--- src/rtl/inst_fetch.sv ---
// inst_fetch: PC-driven instruction fetch with prefetch FIFO and redirect; IFETCH_HALT_EN enables halt on 16'hE000
module inst_fetch #(
  parameter int          DEPTH    = 4,
  parameter logic [15:0] RESET_PC = 16'h0000,
  parameter int          PC_STEP  = 4
) (
  input  logic                   clk,
  input  logic                   reset,
  output logic [15:0]            imem_addr,
  input  logic [15:0]            imem_instr,
  output logic                   out_valid,
  input  logic                   out_ready,
  output logic [15:0]            out_instr,
  output logic [15:0]            out_pc,
  input  logic                   redirect_valid,
  input  logic [15:0]            redirect_pc,
  output logic [$clog2(DEPTH):0] occupancy,
  output logic                   halted
);
  localparam int AW = $clog2(DEPTH);
  logic [15:0]   pc;
  logic [15:0]   mi [DEPTH];
  logic [15:0]   mp [DEPTH];
  logic [AW-1:0] hd, tl, hn;
  logic [AW:0]   rem;
  logic          pop, push, popc, hit;
  assign imem_addr = pc;
  assign out_valid = occupancy != '0;
  assign pop  = out_valid & out_ready;
  assign push = !redirect_valid & !halted & ((occupancy != (AW+1)'(DEPTH)) | pop);
  assign popc = pop & !redirect_valid;
  assign hn   = hd + AW'(popc);
  assign rem  = occupancy - (AW+1)'(popc);
`ifdef IFETCH_HALT_EN
  assign hit = push & (imem_instr == 16'hE000);
  // halt latches on pushing the self-branch word; only redirect or reset clears it
  always_ff @(posedge clk or posedge reset) begin
    if (reset) halted <= 1'b0;
    else halted <= redirect_valid ? 1'b0 : (hit | halted);
  end
`else
  assign hit    = 1'b0;
  assign halted = 1'b0;
`endif
  // fifo storage: word and the pc it was fetched from
  always_ff @(posedge clk) begin
    if (push) begin
      mi[tl] <= imem_instr;
      mp[tl] <= pc;
    end
  end
  // pc, pointers, occupancy, and registered head entry (bypasses the word pushed into an empty fifo)
  always_ff @(posedge clk or posedge reset) begin
    if (reset) begin
      pc        <= RESET_PC;
      hd        <= '0;
      tl        <= '0;
      occupancy <= '0;
      out_instr <= '0;
      out_pc    <= '0;
    end else begin
      pc        <= redirect_valid ? {redirect_pc[15:2], 2'b00} : (push & !hit) ? pc + 16'(PC_STEP) : pc;
      hd        <= redirect_valid ? '0 : hn;
      tl        <= redirect_valid ? '0 : tl + AW'(push);
      occupancy <= redirect_valid ? '0 : rem + (AW+1)'(push);
      if (!redirect_valid & ((rem != '0) | push)) begin
        out_instr <= (rem == '0) ? imem_instr : mi[hn];
        out_pc    <= (rem == '0) ? pc : mp[hn];
      end
    end
  end
endmodule
--- config.mk ---
export PLATFORM = sky130hd
export DESIGN_NAME = inst_fetch
export DESIGN_NICKNAME = d
export VERILOG_FILES = /design/src/rtl/inst_fetch.sv
export SDC_FILE = /design/constraint.sdc
export NUM_CORES = 1
export LEC_CHECK = 0
export CAP_MARGIN = 20
export CORE_UTILIZATION = 59
export DETAILED_ROUTE_END_ITERATION = 8
export HOLD_SLACK_MARGIN = 0.08
export PLACE_DENSITY = 0.84
export SLEW_MARGIN = 20
export SYNTH_ARGS = -nofsm -noshare
export SYNTH_HDL_FRONTEND = slang
export SYNTH_SLANG_ARGS = --single-unit
--- constraint.sdc ---
create_clock -name clk -period 14.35 [get_ports clk]
set_clock_uncertainty 0.1 [all_clocks]
set_input_delay 1.435 -clock clk [delete_from_list [all_inputs] [get_ports clk]]
set_output_delay 1.435 -clock clk [all_outputs]
set_load 0.1 [all_outputs]
-- Word-level counts from Yosys, hierarchy flattened
Memory sizes are Yosys's and may differ from the RTL's.
Cells that the tools add are included.
- add/sub/neg operators: 5
- equality and inequality tests: 1
- muxes and demuxes: 9
- bitwise logic cells: 6
- reduce and logical (&&, ||, !) cells: 5
- operators with widths (operator ; number):
    2-to-1 mux 16 bit ; 4
    adder 16 x 3 -> 16 bit, second input constant ; 1
    nonzero test 3 bit ; 2
    adder 2 x 1 -> 2 bit ; 2
    AND 1 bit ; 4
    2-to-1 mux 2 bit ; 2
    adder 3 x 1 -> 3 bit ; 1
    zero test 3 bit ; 1
    2-to-1 mux 3 bit ; 1
    != test 3 bit, second input constant ; 1
    subtractor 3 x 1 -> 3 bit ; 1
    2-to-1 mux 1 bit ; 2
    bitwise OR 1 bit ; 2
    nonzero test 2 bit ; 1
    zero test 1 bit ; 1
- bits in registers: 55
- RAM bits: 128
- input bits: 36
- output and inout bits: 53
- logic and storage cells: 34
- memories: 2
- memory list (memory ; depth ; width ; rd ports ; clocked after Yosys merged registers in ; wr ports ; RTL line ; source):
    mi ; 4 ; 16 ; 1 ; 0 ; 1 ; 22 ; logic [15:0] mi [DEPTH];
    mp ; 4 ; 16 ; 1 ; 0 ; 1 ; 23 ; logic [15:0] mp [DEPTH];

-- Longest topological paths before layout
Gate-level depths: netlist of run 1.
- depth after elaboration: 7
- gate-level depth with buffers: 10
- depth with buffers taken out: 8

-- Worst setup path before layout of run 1
Ideal clock, no wire load.
- kind: in2reg
- from: input port redirect_valid
- to: memory mi[1][0] (enable)
- library setup time: 503 ps
- data arrival time: 5053 ps
- required time: 13747 ps
- slack: 8693 ps
- stages: 3
- buffers on the path: 2
- cells stage by stage: clkbuf_1 > clkbuf_1 > nor4b_1
- longest elaborated chain between the ends: 4
- RTL lines (item ; RTL line ; source):
    from (decl) ; 15 ; input logic redirect_valid,
    zero test 1 bit ; 30 ; assign push = !redirect_valid & !halted & ((occupancy != (AW+1)'(DEPTH)) | pop);
    AND 1 bit ; 30 ;
    2-to-1 mux 1 bit ; 47 ; if (push) begin
    2-to-1 mux 1 bit (implied by the code) ; 48 ; mi[tl] <= imem_instr;
    to (decl) ; 22 ;
No other way between the ends.

-- Final worst setup path of run 1
- from: input port redirect_valid
- to: register out_pc[11]
- longest elaborated chain between the ends: 6
- elaborated cells on any way between the ends: 11
- classes of those cells: add/sub (2); mux (1); bitwise (4); reduce/logical (3); memory (1)
- RTL lines (item ; RTL line ; source):
    zero test 1 bit * ; 30, 31, 66 ;
    AND 1 bit ; 31 ; assign popc = pop & !redirect_valid;
    subtractor 3 x 1 -> 3 bit ; 33 ; assign rem = occupancy - (AW+1)'(popc);
    nonzero test 3 bit ; 66 ; if (!redirect_valid & ((rem != '0) | push)) begin
    bitwise OR 1 bit ; 66 ;
    AND 1 bit ; 66 ;
    to (signal assigned) ; 68 ; out_pc <= (rem == '0) ? pc : mp[hn];
    to (decl) ; 14 ; output logic [15:0] out_pc,
Mark *: on every way between the ends. The rest lies on a longest branch, timed or not.
A chain may end at the register's enable or synchronous reset.

==> results of run 1 <==
-- flip-flops by register name, indices dropped and copies added, names as in the netlist --
name,cells
mi,64
mp,56
out_instr,16
imem_addr,14
out_pc,14
occupancy,3
hd,2
tl,2
-- worst max-delay path by stage --
stage,from,end,slack [ns],cells after the start
floorplan,redirect_valid,mi[1][0],8.69,3
global placement,redirect_valid,out_pc[14],9.46,8
detailed placement,redirect_valid,out_pc[11],9.39,10
CTS,redirect_valid,out_pc[7],9.82,8
global route,redirect_valid,out_pc[11],9.58,10
finish,redirect_valid,out_pc[11],9.71,10
-- tightest hold or removal path: stages, from the launching register on --
cell     delay, ns
dfrtp_1       0.34
nor2_1        0.05
nor2_1        0.09
-- through the flow --
step                total power [mW]  setup slack, ns
floorplan                       1.36             8.69
global placement                1.54             9.46
detailed placement              1.57             9.39
CTS                             2.02             9.82
global route                    2.09             9.58
finish                          2.01             9.71
-- cell families after synthesis --
logic type      count (synthesis)  share of synthesized area, %
other cells                     1                        0.0543
fa+ha+maj                       7                          1.27
buf+inv                        33                          2.39
flops                         171                          70.6
mux                            32                          10.1
xor+xnor                       14                          1.77
simple gates                  135                          8.78
compound gates                 48                          5.03
-- Yosys cell counts, types with 2 or more instances --
cell type,instances,area (um2)
xnor2_1,11,96.3
nor2b_1,5,31.3
clkbuf_1,7,26.3
xor2_1,3,26.3
a31oi_1,15,93.8
and3_1,2,12.5
ha_1,7,87.6
o22ai_1,7,43.8
nand2_1,48,180
buf_4,5,37.5
nand3_1,4,20.0
mux4_2,30,676
nand4_1,2,12.5
nor2_1,55,206
edfxtp_1,120,3600
nor4_1,6,37.5
inv_1,7,26.3
mux2i_1,2,20.0
buf_2,12,60.1
and2_1,2,12.5
o21ai_0,12,60.1
dfrtp_1,51,1280
nor3_1,3,15.0
nor4b_1,2,17.5
o22ai_2,9,113
-- area by class of cell --
type                    instances  area share (%)
multi-input cells             241            22.9
inverters                       7           0.339
well taps                     143            2.11
repair buffers                 90            10.3
clock buffers                  19            5.21
flip-flops and latches        171            57.4
clock inverters                13            1.65
-- layer usage --
| metal | up-vias | routed length [um] | global-route usage, % |
|---|---|---|---|
| met3 | 19 | 1090 | 6.64 |
| li1 | 1828 | - | - |
| met1 | 2022 | 5680 | 31.2 |
| met5 | - | 0 | 0 |
| met4 | 0 | 199 | 8.27 |
| met2 | 198 | 7140 | 41.9 |
-- power by group --
group	internal (mW)	switching [mW]
combinational	0.248	0.641
sequential	0.619	0.0561
clock	0.262	0.188
==> flow_metrics.env, run 1 <==
export IMPL_status="finished, final reports clean"
export IMPL_synth_seq_cells=171
export IMPL_timing_rr_start="occupancy[1]"
export IMPL_core_um2=11400
export IMPL_clk_latency_ns=0.42
export IMPL_dr_total_vias=4067
export IMPL_ys_seq_area_share_pct=70.6
export IMPL_die_h_um=110
export IMPL_post_cts_buffers=0
export IMPL_ctsRootBufferMaster="clkbuf_16"
export IMPL_fillers=663
export IMPL_powerDensity_nw_per_um2=237
export IMPL_holdCritStartpoint="out_pc[11]"
export IMPL_cts_resized=0
export IMPL_antenna_found_initial=0
export IMPL_peakVddDrop_uv=205
export IMPL_routed_wl_um=14100
export IMPL_path_cells="clkdlybuf4s50_1, buf_4, inv_1, and3_1, ha_1, ha_1, xor2_1, or4_1, o22ai_1, nor2_1"
export IMPL_final_max_slew_viol_count=0
export IMPL_cts_sinks=171
export IMPL_drt_first_iter_violations=408
export IMPL_globalplace_congestion=0.795
export IMPL_die_area_um2=12100
export IMPL_worst_setup_path_start_kind="primary input"
export IMPL_slew_headroom_pct=23.5
export IMPL_ant_nets=0
export IMPL_grt_pass1_wl_um=21100
export IMPL_netlist_area_um2=6910
export IMPL_multiInputGateArea_um2=1950
export IMPL_min_period_ns=4.64
export IMPL_worstPathMaxFanout=39
export IMPL_rows=39
export IMPL_path_delay_family="simple AND/OR/NAND/NOR gates"
export IMPL_synth_flop_cell="edfxtp_1"
export IMPL_regArea_um2=4880
export IMPL_grt_util_all_layers_pct=24.7
export IMPL_placed_cells=652
export IMPL_max_freq_mhz=215
export IMPL_grt_overflow=0
export IMPL_min_path_cells=2
export IMPL_arrival_ns=4.84
export IMPL_synthArstFlopShare_pct=29.8
export IMPL_slowest_stage="or4_1"
export IMPL_crit_buf_inv=3
export IMPL_worstRegToRegCells=8
export IMPL_portBuffers=81
export IMPL_holdWs_ns=0.419
export IMPL_firstDrtPassIters=7
export IMPL_layout_drive_gt1_share_pct=16.8
export IMPL_cts_tree="built"
export IMPL_slowest_delay_ns=0.94
export IMPL_hold_end="out_pc[11]"
export IMPL_drc=0
export IMPL_rsz0062_at_grt="no"
export IMPL_diodes=0
export IMPL_layout_common_cells="edfxtp_1 (120), clkdlybuf4s50_1 (81), nor2_1 (53)"
export IMPL_fin_crit_sh_pct=32.4
export IMPL_worst_pin_slew_ns=1.15
export IMPL_setup_viol=0
export IMPL_synth_edf_count=120
export IMPL_syn_instance_count=441
export IMPL_fin_nets=571
export IMPL_p_leak_nw=3.00
export IMPL_crit_required_ns=14.55
export IMPL_timing_rr_end="out_pc[11]"
export IMPL_syn_avg_cell_area_um2=15.7
export IMPL_postPlaceCellArea_um2=7900
export IMPL_start_util_pct=60.5
export IMPL_fin_util_pct=74.4
export IMPL_htreeDepth=4
export IMPL_area_growth_pct=23.0
export IMPL_fin_tns_setup_ns=0
export IMPL_grt_pass1_vias=4076
export IMPL_cts_made_buffers=17
export IMPL_ff2ff_setup_slack_ns=10.87
export IMPL_hold_class="reg -> reg"
export IMPL_final_area_um2=8500
export IMPL_path_common_cell="ha_1"
export IMPL_crit_type="in -> reg"
export IMPL_hold_viol_final=0
export IMPL_synth_cell_type_count=39
export IMPL_drv_cap=0
export IMPL_post_drt_wl_per_cell_um=20.6
export IMPL_hold_buffers=0
export IMPL_cts_buffer_depth=2
export IMPL_ios=89
export IMPL_dp_hpwl_um=8140
export IMPL_die_w_um=110
export IMPL_stdcell_count=684
export IMPL_grt_max_degree=52
export IMPL_yosys_warnings=0
export IMPL_clk_pin_slew_worst_paths_ns=0.06
export IMPL_routed_via_density=5.95
export IMPL_final_common_cell="edfxtp_1"
export IMPL_endpoint_kind="register"
No activity file was read; power rests on OpenSTA's default activity.
==> run 2: changes to the inputs <==
CORE_UTILIZATION = 50   (was 59)
PLACE_DENSITY = 0.76   (was 0.84)
clock period = 3.9 ns   (was 14.35 ns; I/O delays follow)
==> run 2 against run 1 <==
Global-route usage down 3.4 points. Non-clock buffer count up 5. Die area up 18%. Sequential cell count unchanged. First-iteration DRC count down 39%. Register-to-register slack worse by 10 ns. Sequential power rose to 3.7 times the previous value. Wire length down 2.4%. Clock power rose to 3.6 times the previous value. Critical path type is now reg -> reg. Critical endpoint is now out_pc[14]. Largest cell class unchanged.
==> flow_metrics.env, run 2 (same netlist as run 1, synthesis figures left out) <==
export IMPL_status="finished, final reports clean"
export IMPL_slew_headroom_pct=34.4
export IMPL_peakVddDrop_uv=1120
export IMPL_holdWs_ns=0.372
export IMPL_globalplace_congestion=0.850
export IMPL_p_comb_share_pct=44.4
export IMPL_ant_nets=0
export IMPL_reg_top3="mi (64), mp (56), out_instr (16)"
export IMPL_cts_buffer_depth=2
export IMPL_p_leak_nw=3.04
export IMPL_final_area_um2=8580
export IMPL_grt_pass1_vias=4156
export IMPL_powerDensity_nw_per_um2=862
export IMPL_min_period_ns=3.31
export IMPL_portBuffers=81
export IMPL_firstDrtPassIters=5
export IMPL_post_drt_wl_per_cell_um=19.1
export IMPL_placed_cells=690
export IMPL_total_power_mw=7.40
export IMPL_dr_total_vias=3969
export IMPL_crit_type="reg -> reg"
export IMPL_diodes=0
export IMPL_die_h_um=120
export IMPL_final_common_cell="edfxtp_1"
export IMPL_drv_cap=0
export IMPL_area_growth_pct=24.2
export IMPL_clk_pin_slew_worst_paths_ns=0.06
export IMPL_worst_pin_slew_ns=0.981
export IMPL_hold_class="in -> async"
export IMPL_swShare_pct=42.8
export IMPL_clk_latency_ns=0.42
export IMPL_cts_made_buffers=17
export IMPL_rsz0062_at_grt="no"
export IMPL_cts_tree="built"
export IMPL_crit_required_ns=4.10
export IMPL_ctsRootBufferMaster="clkbuf_16"
export IMPL_timing_rr_end="out_pc[14]"
export IMPL_ff2ff_setup_slack_ns=0.59
export IMPL_fin_nets=576
export IMPL_arrival_ns=3.51
export IMPL_die_area_um2=14300
export IMPL_dp_hpwl_um=8330
export IMPL_endpoint_kind="register"
export IMPL_routed_via_density=5.50
export IMPL_core_um2=13300
export IMPL_largest_reg_flops=64
export IMPL_rows=42
export IMPL_stdcell_count=722
export IMPL_fin_crit_sh_pct=84.8
export IMPL_drc=0
export IMPL_worstRegToRegCells=8
export IMPL_ios=89
export IMPL_hold_viol_final=0
export IMPL_largest_register="mi"
export IMPL_p_sw_mw=3.17
export IMPL_grt_overflow=0
export IMPL_p_int_mw=4.23
export IMPL_grt_util_all_layers_pct=21.3
export IMPL_routed_wl_um=13800
export IMPL_drt_first_iter_violations=250
export IMPL_postPlaceCellArea_um2=8010
export IMPL_cts_sinks=171
export IMPL_grt_max_degree=45
export IMPL_worst_setup_path_start_kind="register"
export IMPL_fin_tns_setup_ns=0
export IMPL_final_max_slew_viol_count=0
export IMPL_cts_resized=0
export IMPL_htreeDepth=4
export IMPL_setup_viol=0
export IMPL_hold_buffers=0
export IMPL_antenna_found_initial=0
export IMPL_timing_rr_start="occupancy[1]"
export IMPL_grt_pass1_wl_um=22300
export IMPL_clock_power_share_pct=22.1
export IMPL_die_w_um=120
export IMPL_worstPathMaxFanout=16
export IMPL_start_util_pct=51.8
export IMPL_p_seq_share_pct=33.5
export IMPL_max_freq_mhz=302
export IMPL_layout_drive_gt1_share_pct=16.3
export IMPL_layout_common_cells="edfxtp_1 (120), clkdlybuf4s50_1 (81), nor2_1 (54)"
export IMPL_post_cts_buffers=0
-- run 2: routing by layer --
layer	part of all wire, %	GRT usage, %	vias to the layer above	wire, um
li1	-	-	1841	-
met1	42	28.9	1983	5830
met2	51	34.3	137	6990
met3	6.2	4.23	8	856
met4	0.70	8.13	0	97
met5	0	0	-	0
-- run 2: metrics by stage --
step | setup slack (ns) | util [%]
3_5_place_dp | 0.531 | 60.0
2_1_floorplan | 0.0553 | -
3_3_place_gp | 0.578 | 60.0
5_1_grt | 0.480 | 64.3
4_1_cts | 0.614 | 64.3
6_report | 0.593 | 64.3
-- run 2: power by group through the flow --
stage               combinational, mW  sequential [mW]  clock (mW)
CTS                              3.32             2.48        1.67
finish                           3.29             2.48        1.64
global placement                 3.26             2.49           0
global route                     3.45             2.52        1.73
detailed placement               3.30             2.52           0
floorplan                        1.16             3.83           0
-- run 2: final cells by class --
cell class | instances | area (um2)
clock buffers | 23 | 458
inverters | 7 | 26.3
fillers | 1001 | 4760
repair buffers | 95 | 928
flip-flops and latches | 171 | 4880
multi-input cells | 241 | 1950
well taps | 176 | 220
clock inverters | 9 | 120
-- run 2: critical path, stage by stage (launching register included) --
cell     delay (ns)
dfrtp_1        0.44
or3_1          0.42
and3_1         0.23
ha_1           0.19
ha_1           0.22
xor2_1         0.20
or4_1          0.95
o22ai_1        0.34
nor2_1         0.06
-- run 2: worst max path at each step --
stage	endpoint	cells past startpoint	startpoint
finish	out_pc[14]	8	occupancy[1]
floorplan	out_pc[8]	10	occupancy[1]
global route	out_pc[15]	8	occupancy[1]
CTS	out_pc[14]	8	occupancy[1]
detailed placement	out_pc[15]	9	redirect_valid
global placement	out_pc[11]	9	redirect_valid
==> run 3: changes to the inputs <==
clock period = 2.8 ns   (was 3.9 ns; I/O delays follow)
==> run 3 against run 2 <==
First-iteration DRC count is 43% higher. Sequential cell count stayed put. Final cell count is 0.97% higher. Critical path depth is 1 higher. Die area stayed put. Sequential power is 39% higher. Register-to-register slack worse by 0.51 ns. Final area is 1.0% higher. Core utilization is 0.67 points higher. Combinational power is 42% higher. Total power is 42% higher. Via count is 4.5% higher. Largest cell class unchanged.
==> flow_metrics.env, run 3 (same netlist as run 1, synthesis figures left out) <==
export IMPL_grt_pass1_wl_um=23300
export IMPL_rows=42
export IMPL_timing_rr_start="occupancy[1]"
export IMPL_worstRegToRegCells=9
export IMPL_worst_setup_path_start_kind="register"
export IMPL_die_h_um=120
export IMPL_path_delay_family="simple AND/OR/NAND/NOR gates"
export IMPL_largest_register="mi"
export IMPL_min_period_ns=2.71
export IMPL_fillers=928
export IMPL_area_growth_pct=25.5
export IMPL_slowest_stage="or4_1"
export IMPL_fin_util_pct=65.0
export IMPL_critPathLaunch="occupancy[1]"
export IMPL_crit_type="reg -> reg"
export IMPL_final_common_cell="edfxtp_1"
export IMPL_slew_headroom_pct=55.1
export IMPL_reg_top3="mi (64), mp (56), out_instr (16)"
export IMPL_crit_required_ns=3.00
export IMPL_start_util_pct=51.8
export IMPL_ant_nets=0
export IMPL_clk_pin_slew_worst_paths_ns=0.06
export IMPL_clk_latency_ns=0.42
export IMPL_p_leak_nw=3.15
export IMPL_cts_buffer_depth=2
export IMPL_worstPathMaxFanout=16
export IMPL_dp_hpwl_um=8740
export IMPL_drc=0
export IMPL_drt_first_iter_violations=358
export IMPL_slowest_delay_ns=0.56
export IMPL_holdWs_ns=0.180
export IMPL_firstDrtPassIters=4
export IMPL_grt_max_degree=45
export IMPL_portBuffers=81
export IMPL_setup_viol=0
export IMPL_grt_util_all_layers_pct=22.2
export IMPL_cts_tree="built"
export IMPL_diodes=0
export IMPL_cp_depth=9
export IMPL_final_area_um2=8670
export IMPL_fin_ws_ns=0.0868
export IMPL_peakVddDrop_uv=956
export IMPL_status="finished, final reports clean"
export IMPL_routed_via_density=5.69
export IMPL_max_freq_mhz=369
export IMPL_layout_drive_gt1_share_pct=28.4
export IMPL_arrival_ns=2.92
export IMPL_largest_reg_flops=64
export IMPL_rsz0062_at_grt="no"
export IMPL_post_drt_wl_per_cell_um=20.0
export IMPL_grt_pass1_vias=4302
export IMPL_ios=89
export IMPL_routed_wl_um=14600
export IMPL_hold_class="in -> async"
export IMPL_drv_cap=0
export IMPL_crit_buf_inv=1
export IMPL_dr_total_vias=4148
export IMPL_die_w_um=120
export IMPL_path_common_cell="ha_4"
export IMPL_htreeDepth=4
export IMPL_antenna_found_initial=0
export IMPL_stdcell_count=729
export IMPL_grt_overflow=0
export IMPL_ctsRootBufferMaster="clkbuf_16"
export IMPL_postPlaceCellArea_um2=8050
export IMPL_cp_endpoint="out_pc[8]"
export IMPL_dp_slack_ns=0.0827
export IMPL_placed_cells=697
export IMPL_final_max_slew_viol_count=0
export IMPL_layout_common_cells="edfxtp_1 (120), buf_4 (62), nor2_1 (54)"
export IMPL_fin_nets=583
export IMPL_die_area_um2=14300
export IMPL_hold_buffers=0
export IMPL_endpoint_kind="register"
export IMPL_path_cells="or3_4, and3_4, ha_4, ha_4, xor2_2, or4_1, buf_6, o22ai_2, nor2_1"
export IMPL_cts_sinks=171
export IMPL_cts_made_buffers=17
export IMPL_worst_pin_slew_ns=0.673
export IMPL_globalplace_congestion=0.805
export IMPL_ff2ff_setup_slack_ns=0.09
export IMPL_fin_crit_sh_pct=96.9
export IMPL_hold_viol_final=0
export IMPL_powerDensity_nw_per_um2=1210
export IMPL_timing_rr_end="out_pc[8]"
export IMPL_core_um2=13300
-- run 3: cell types whose count changed in the layout (fill, tap and decap cells not counted), moves of 2 or more --
cell,previous run,this run
buf_12,1,6
buf_4,13,62
clkbuf_1,5,2
dfrtp_2,0,3
clkinvlp_4,1,3
clkdlybuf4s50_1,81,33
clkinv_1,2,0
dfrtp_1,51,48
ha_1,6,4
ha_4,0,2
clkbuf_16,17,19
-- run 3: through the flow --
stage	total power, mW	setup TNS, ns
final	10.5	0
after global placement	8.08	0
after CTS	10.5	0
after global routing	10.9	0
after detailed placement	8.15	0
after floorplan	7.08	-6.47
-- run 3: worst min-delay path by stage --
stage,endpoint,slack [ns],depth (start not counted)
2_1_floorplan,mi[0][0],0.28,0
3_5_place_dp,out_pc[3],0.41,2
4_1_cts,out_instr[14],0.20,2
3_3_place_gp,out_pc[11],0.39,2
5_1_grt,out_pc[6],0.23,2
6_report,out_pc[6],0.18,2
-- run 3: layout make-up --
type                       instances  area (um2)  share of cell area [%]
clock buffer                      23         510                    5.89
inverter                           7        26.3                   0.303
timing repair buffer             102         927                    10.7
clock inverter                     9         106                    1.23
sequential                       171        4880                    56.3
tap                              176         220                    2.54
multi-input combinational        241        2000                    23.1
-- run 3: metal layers --
metal | wire length, um | vias up | track usage, %
met4 | 240 | 0 | 9.22
met1 | 6050 | 2114 | 29.3
li1 | - | 1848 | -
met2 | 7460 | 168 | 35.5
met3 | 859 | 18 | 5.51
met5 | 0 | - | 0
-- run 3: timing repair --
action                                  in CTS  in global routing
hold endpoints to repair                     0                  0
resized for setup                            0                  1
endpoints found under the setup margin       0                  6
setup buffers                                0                  0
-- run 3: power breakdown --
group	switching, mW	internal (mW)	total (mW)
Clock	0.918	1.47	2.38
Combinational	3.34	1.32	4.66
Sequential	0.276	3.17	3.45
